[config.mk]
export PLATFORM = sky130hd
export DESIGN_NAME = dmem_req_ctrl
export DESIGN_NICKNAME = d
export VERILOG_FILES = /design/src/rtl/dmem_req_ctrl.sv
export SDC_FILE = /design/constraint.sdc
export NUM_CORES = 1
export LEC_CHECK = 0
export ABC_AREA = 1
export CAP_MARGIN = 15
export CORE_MARGIN = 3
export CORE_UTILIZATION = 45
export CTS_CLUSTER_SIZE = 16
export DETAILED_ROUTE_END_ITERATION = 6
export MAX_ROUTING_LAYER = met4
export PLACE_DENSITY = 0.8
export SLEW_MARGIN = 20
export SYNTH_ARGS = -nofsm -noshare
export SYNTH_HDL_FRONTEND = slang
export SYNTH_SLANG_ARGS = --single-unit
export TNS_END_PERCENT = 20
[constraint.sdc]
create_clock -name clk -period 3.6 [get_ports clk]
set_clock_uncertainty 0.2 [all_clocks]
set_input_delay 0.72 -clock clk [delete_from_list [all_inputs] [get_ports clk]]
set_output_delay 0.72 -clock clk [all_outputs]
set_load 0.01 [all_outputs]
[src/rtl/dmem_req_ctrl.sv]
// dmem_req_ctrl: sequences one pipeline data-memory request at a time into a
// mem_system style port (Rd/Wr/Addr/DataIn -> DataOut/Done/CacheHit/err).
//
// Ports
//   clk, rst          : clock, synchronous active-high reset
//   req_*             : pipeline request (valid, store flag, byte address, store data)
//   halt              : end-of-program, forwarded as createdump only while idle
//   resp_valid        : one-cycle response strobe, resp_rdata holds load data
//   stall_out         : pipeline freeze while a request is accepted or in flight
//   err_out           : sticky error (misaligned, memory error, or timeout)
//   m_*               : memory-system side
//   access_count      : completed accesses (saturating)
//   hit_count         : completed accesses that hit (saturating)
module dmem_req_ctrl #(
  parameter int unsigned TIMEOUT = 63
) (
  input  logic        clk,
  input  logic        rst,
  input  logic        req_valid,
  input  logic        req_wr,
  input  logic [15:0] req_addr,
  input  logic [15:0] req_wdata,
  input  logic        halt,
  output logic        resp_valid,
  output logic [15:0] resp_rdata,
  output logic        stall_out,
  output logic        err_out,
  output logic [15:0] m_addr,
  output logic [15:0] m_datain,
  output logic        m_rd,
  output logic        m_wr,
  output logic        m_createdump,
  input  logic [15:0] m_dataout,
  input  logic        m_done,
  input  logic        m_cachehit,
  input  logic        m_err,
  output logic [15:0] access_count,
  output logic [15:0] hit_count
);

  localparam int unsigned WAIT_W = (TIMEOUT < 2) ? 1 : $clog2(TIMEOUT + 1);
  localparam logic [15:0] CNT_MAX = 16'hFFFF;

  typedef enum logic [1:0] {
    S_IDLE = 2'd0,
    S_BUSY = 2'd1,
    S_RESP = 2'd2
  } state_t;

  state_t             state_q, state_d;
  logic               wr_q;
  logic [WAIT_W-1:0]  wait_q;

  logic latch_en;
  logic cap_load;
  logic cap_zero;
  logic set_err;
  logic done_acc;
  logic wait_clr;
  logic wait_inc;

  // State register
  always_ff @(posedge clk) begin
    if (rst) begin
      state_q <= S_IDLE;
    end else begin
      state_q <= state_d;
    end
  end

  // Next state, datapath strobes and state-decoded outputs
  always_comb begin
    state_d      = state_q;
    latch_en     = 1'b0;
    cap_load     = 1'b0;
    cap_zero     = 1'b0;
    set_err      = 1'b0;
    done_acc     = 1'b0;
    wait_clr     = 1'b0;
    wait_inc     = 1'b0;
    m_rd         = 1'b0;
    m_wr         = 1'b0;
    stall_out    = 1'b0;
    resp_valid   = 1'b0;
    m_createdump = 1'b0;

    case (state_q)
      S_IDLE: begin
        m_createdump = halt;
        if (req_valid) begin
          if (req_addr[0]) begin
            // Misaligned: no memory access, answer with zero data and flag error
            cap_zero = 1'b1;
            set_err  = 1'b1;
            state_d  = S_RESP;
          end else begin
            stall_out = 1'b1;
            latch_en  = 1'b1;
            wait_clr  = 1'b1;
            state_d   = S_BUSY;
          end
        end
      end

      S_BUSY: begin
        stall_out = 1'b1;
        m_rd      = ~wr_q;
        m_wr      = wr_q;
        if (m_done || m_err) begin
          done_acc = m_done;
          cap_load = m_done & ~wr_q;
          set_err  = m_err;
          state_d  = S_RESP;
        end else if (wait_q == WAIT_W'(TIMEOUT - 1)) begin
          // This BUSY cycle makes TIMEOUT cycles without Done: abort
          set_err = 1'b1;
          state_d = S_RESP;
        end else begin
          wait_inc = 1'b1;
        end
      end

      S_RESP: begin
        // Drain cycle: late or repeated Done is ignored here
        resp_valid = 1'b1;
        state_d    = S_IDLE;
      end

      default: begin
        state_d = S_IDLE;
      end
    endcase
  end

  // Request latch, response data, sticky error, wait and statistics counters
  always_ff @(posedge clk) begin
    if (rst) begin
      m_addr       <= '0;
      m_datain     <= '0;
      wr_q         <= 1'b0;
      resp_rdata   <= '0;
      err_out      <= 1'b0;
      wait_q       <= '0;
      access_count <= '0;
      hit_count    <= '0;
    end else begin
      if (latch_en) begin
        m_addr   <= req_addr;
        m_datain <= req_wdata;
        wr_q     <= req_wr;
      end

      if (cap_zero) begin
        resp_rdata <= '0;
      end else if (cap_load) begin
        resp_rdata <= m_dataout;
      end

      if (set_err) begin
        err_out <= 1'b1;
      end

      if (wait_clr) begin
        wait_q <= '0;
      end else if (wait_inc) begin
        wait_q <= wait_q + WAIT_W'(1);
      end

      if (done_acc && (access_count != CNT_MAX)) begin
        access_count <= access_count + 16'd1;
      end
      if (done_acc && m_cachehit && (hit_count != CNT_MAX)) begin
        hit_count <= hit_count + 16'd1;
      end
    end
  end

endmodule

## Yosys cells after proc, flatten, opt, wreduce, memory -nomap -nowiden

Index checks and enable logic that the tools add are counted.

- Bitwise operators: 2
- Reduce and logical (&&, ||, !) cells: 8
- Add/subtract/negate cells: 3
- Eq/ne operators: 7
- Multiplexer cells: 26

Operators by type and width:

| kind | count |
|---|---|
| $add A16 B1 Y16 const B | 2 |
| $ne A16 B16 Y1 const B | 2 |
| $mux W1 | 19 |
| $mux W2 | 4 |
| $add A6 B1 Y6 const B | 1 |
| $eq A6 B6 Y1 const B | 1 |
| $pmux W1 S2 | 2 |
| $pmux W2 S2 | 1 |
| $reduce_or A2 Y1 | 2 |
| $logic_and A1 B1 Y1 | 3 |
| $ne A3 B3 Y1 const B | 1 |
| $eq A2 B1 Y1 const B | 1 |
| $eq A2 B2 Y1 const B | 1 |
| $logic_not A2 Y1 | 1 |
| $ne A2 B2 Y1 const B | 1 |
| $reduce_and A2 Y1 | 1 |
| $and A1 B1 Y1 | 1 |
| $logic_or A1 B1 Y1 | 1 |
| $not A1 Y1 | 1 |

- Register bits: 90
- Output and inout bits: 86

## Depth between registers and ports, before layout

- Depth after elaboration: 5
- Gate-level depth with buffers: 10
- Mapped depth without buffers: 10

## Worst setup path after synthesis

No wires, ideal clock.

- Path kind: input to output
- Start point: in req_valid
- End point: out stall_out
- Buffers on the path: 1
- Stages on the path: 5
- Setup slack: 1.343 ns
- Arrival time: 1.337 ns
- Cells stage by stage: inv_1 > nor2_1 > nand2_1 > clkbuf_1 > nand2_1

- Word-level cells in the longest chain between the ends: 2

Ends and longest elaborated chain:

| what | RTL line | text |
|---|---|---|
| start: declaration | 19 | `input logic req_valid,` |
| $mux W1 | 90 | `if (req_valid) begin` |
| $pmux W1 S2 | 87 | `case (state_q)` |
| end: declaration | 26 | `output logic stall_out,` |

Every way passes these cells.

## Worst setup path in the final report

Ends and elaborated chain as after synthesis.

==> qor.yml <==
logic_synthesis:
  ys_types: 33
  synth_top_area_share_pct: 44.0
  synthTopCellsByCount: "147 x nand2_1, 143 x nor2_1, 90 x dfxtp_1, 51 x o21ai_0"
  synth_edf_count: 0
  ys_warn_count: 0
  ys_ff_latch: 90
  avgSynthCellArea_um2: 6.92
  synth_area_mm2: 0.00410
  syn_inst: 592
  ys_async_sr_fraction_pct: 0
  synth_area_leader_cell: "dfxtp_1"
  synth_ff_type: "dfxtp_1"
  synth_area_leaders: "dfxtp_1 44%, nand2_1 13%, nor2_1 13%"
  yosysMostFrequentCell: "nand2_1"
  synth_nets: 652
  seq_area_frac_synth_pct: 44.0
placement:
  placed_cells: 825
  io_buffers: 141
  placed_cell_area_mm2: 0.00556
  dp_hpwl_mm: 8.31
  gp_congestion: 0.902
clock_network:
  insertion_delay_ps: 360
  clock_sinks: 90
  cts_tree: "done"
  cts_resized: 0
  clk_pin_slew_ps: 90
  post_cts_buffers: 0
  hold_buffers: 0
  cts_buffer_depth: 2
  cts_buffers: 9
  cts_htree_levels: 3
  cts_root_buffer: "clkbuf_8"
sta:
  slew_headroom_pct: 57.9
  hold_viol: 0
  setup_tns_ps: 0
  rsz0062_at_grt: "false"
  fmax_mhz: 335
  timing_worst_slew_pin_value_ps: 629
  finalSetupViolCount: 0
  fin_crit_ps: 2990
  fin_crit_sh_pct: 83.0
  slew_violations: 0
setup_path:
  crit_buf_inv: 3
  crit_family: "buffers and inverters"
  max_stage_delay_ps: 550
  end_kind: "primary output"
  slowest_stage: "clkdlybuf4s50_1"
  worstSetupPathType: "input pin to primary output"
  worstPathRequired_ps: 2680
  worstPathMaxFanout: 3
  arrival_ps: 2070
  startpoint_type: "input pin"
  crit_chain: "clkdlybuf4s50_1 -> inv_1 -> nor2_1 -> nand2_1 -> nand2_1 -> clkdlybuf4s50_1"
floorplanning:
  fp.dieArea_mm2: 0.0103
  initial_core_util_pct: 46.7
  ioPinCount: 142
  core_area_mm2: 0.00876
  die_h_um: 101
  row_count: 34
  die_w_um: 101
routing:
  vias: 4174
  ant_nets: 0
  drtPass1Iterations: 5
  dr.first_iter.drc_count: 144
  vias_per_cell: 4.96
  drcViolationCount: 0
  avgRoutedWirePerCell_um: 13.3
  drt-total-wl_mm: 11.2
finish:
  nets: 788
  instances_no_fill: 841
  drive_gt1_share_pct: 5.32
  final_area_mm2: 0.00576
  area_growth_pct: 40.5
  antenna_cells: 0
power:
  irDropWorstVdd_uv: 195
  p_leak_nw: 2.13
  power_density_mw_per_mm2: 348
global_route:
  grt_start_max_net_pins: 37
  antenna_found_initial: 0
  overflow: 0
  track_usage_pct: 22.6
  grt_pass1_vias: 3856
  grt_pass1_wl_mm: 18.4
run:
  cap_violations: 0
hold_path:
  hp-class: "register to register"
status:
  outcome: "finished clean"
## cells in the final DEF (no fill, tap or decap), drive strengths merged, types with 2 or more instances in the layout
cell type      Yosys  routed
xor2               7       7
nor2             149     149
a21oi             39      39
inv               39      40
buf               10       4
clkbuf            10       9
dfxtp             90      90
xnor2              7       7
nor3               2       2
clkinvlp           0       2
ha                 4       4
o21ai             54      54
clkinv             1       4
nand2            151     151
nand4             12      12
nand3             13      13
clkdlybuf4s50      0     141
## kinds of logic after synthesis
| group | share of synthesized area, % |
|---|---|
| adders and majority gates | 1.22 |
| xor gates and xnor gates | 2.99 |
| DFF | 44.0 |
| buffers and inverters | 6.35 |
| AOI/OAI and AO/OA | 12.2 |
| and+or+nand+nor | 33.3 |
## registers in the layout, indices dropped and copies added, names as in the netlist
register	cells
err_out	1
resp_rdata	16
m_addr	16
state_q	2
wr_q	1
m_datain	16
access_count	16
wait_q	6
hit_count	16
## metal layers
| metal | vias up | wire (um) | GRT usage, % |
|---|---|---|---|
| li1 | 2148 | - | - |
| met2 | 95 | 5650 | 38.5 |
| met5 | - | 0 | - |
| met3 | 19 | 516 | 4.55 |
| met4 | 0 | 223 | 6.85 |
| met1 | 1912 | 4770 | 26.9 |
## tightest hold or removal path, stage by stage (launching register included)
cell and delay [ps]:
dfxtp_1 320, inv_1 50, nor2_1 40
## report_power, final
part | internal (W) | leakage, nW | total (W) | switching, W
clock network | 0.000320 | 0.0954 | 0.000687 | 0.000367
logic | 0.000145 | 1.30 | 0.000267 | 0.000123
registers | 0.00103 | 0.731 | 0.00105 | 0.0000205
## path summary, 6_finish.rpt
| check | startpoint | end | slack, ps | cells past startpoint |
|---|---|---|---|---|
| max | req_valid | stall_out | 610 | 6 |
| max reg2reg | hit_count[0]$_SDFFE_PP0P_ | hit_count[10]$_SDFFE_PP0P_ | 1570 | 7 |
| min reg2reg | m_addr[0]$_SDFFE_PP0P_ | m_addr[0]$_SDFFE_PP0P_ | 240 | 2 |
| min | m_addr[0]$_SDFFE_PP0P_ | m_addr[0]$_SDFFE_PP0P_ | 240 | 2 |
## layout make-up
class                   count  area, um2
fillers                   772       3010
multi-input cells         442       2030
flip-flops and latches     90       1800
repair buffers            145       1440
inverters                  40        150
well taps                 108        135
clock buffers               9        124
clock inverters             7       68.8
## per-stage QoR
stage | utilization, % | hold slack, ps | worst slack [ps] | total power (W)
2_1_floorplan | - | 253 | 1340 | 0.00119
3_3_place_gp | 63.5 | 227 | 624 | 0.00134
3_5_place_dp | 63.5 | 224 | 612 | 0.00134
4_1_cts | 65.7 | 242 | 611 | 0.00202
5_1_grt | 65.7 | 273 | 558 | 0.00209
6_report | 65.7 | 239 | 610 | 0.00200
No activity file was read; power rests on OpenSTA's default activity.
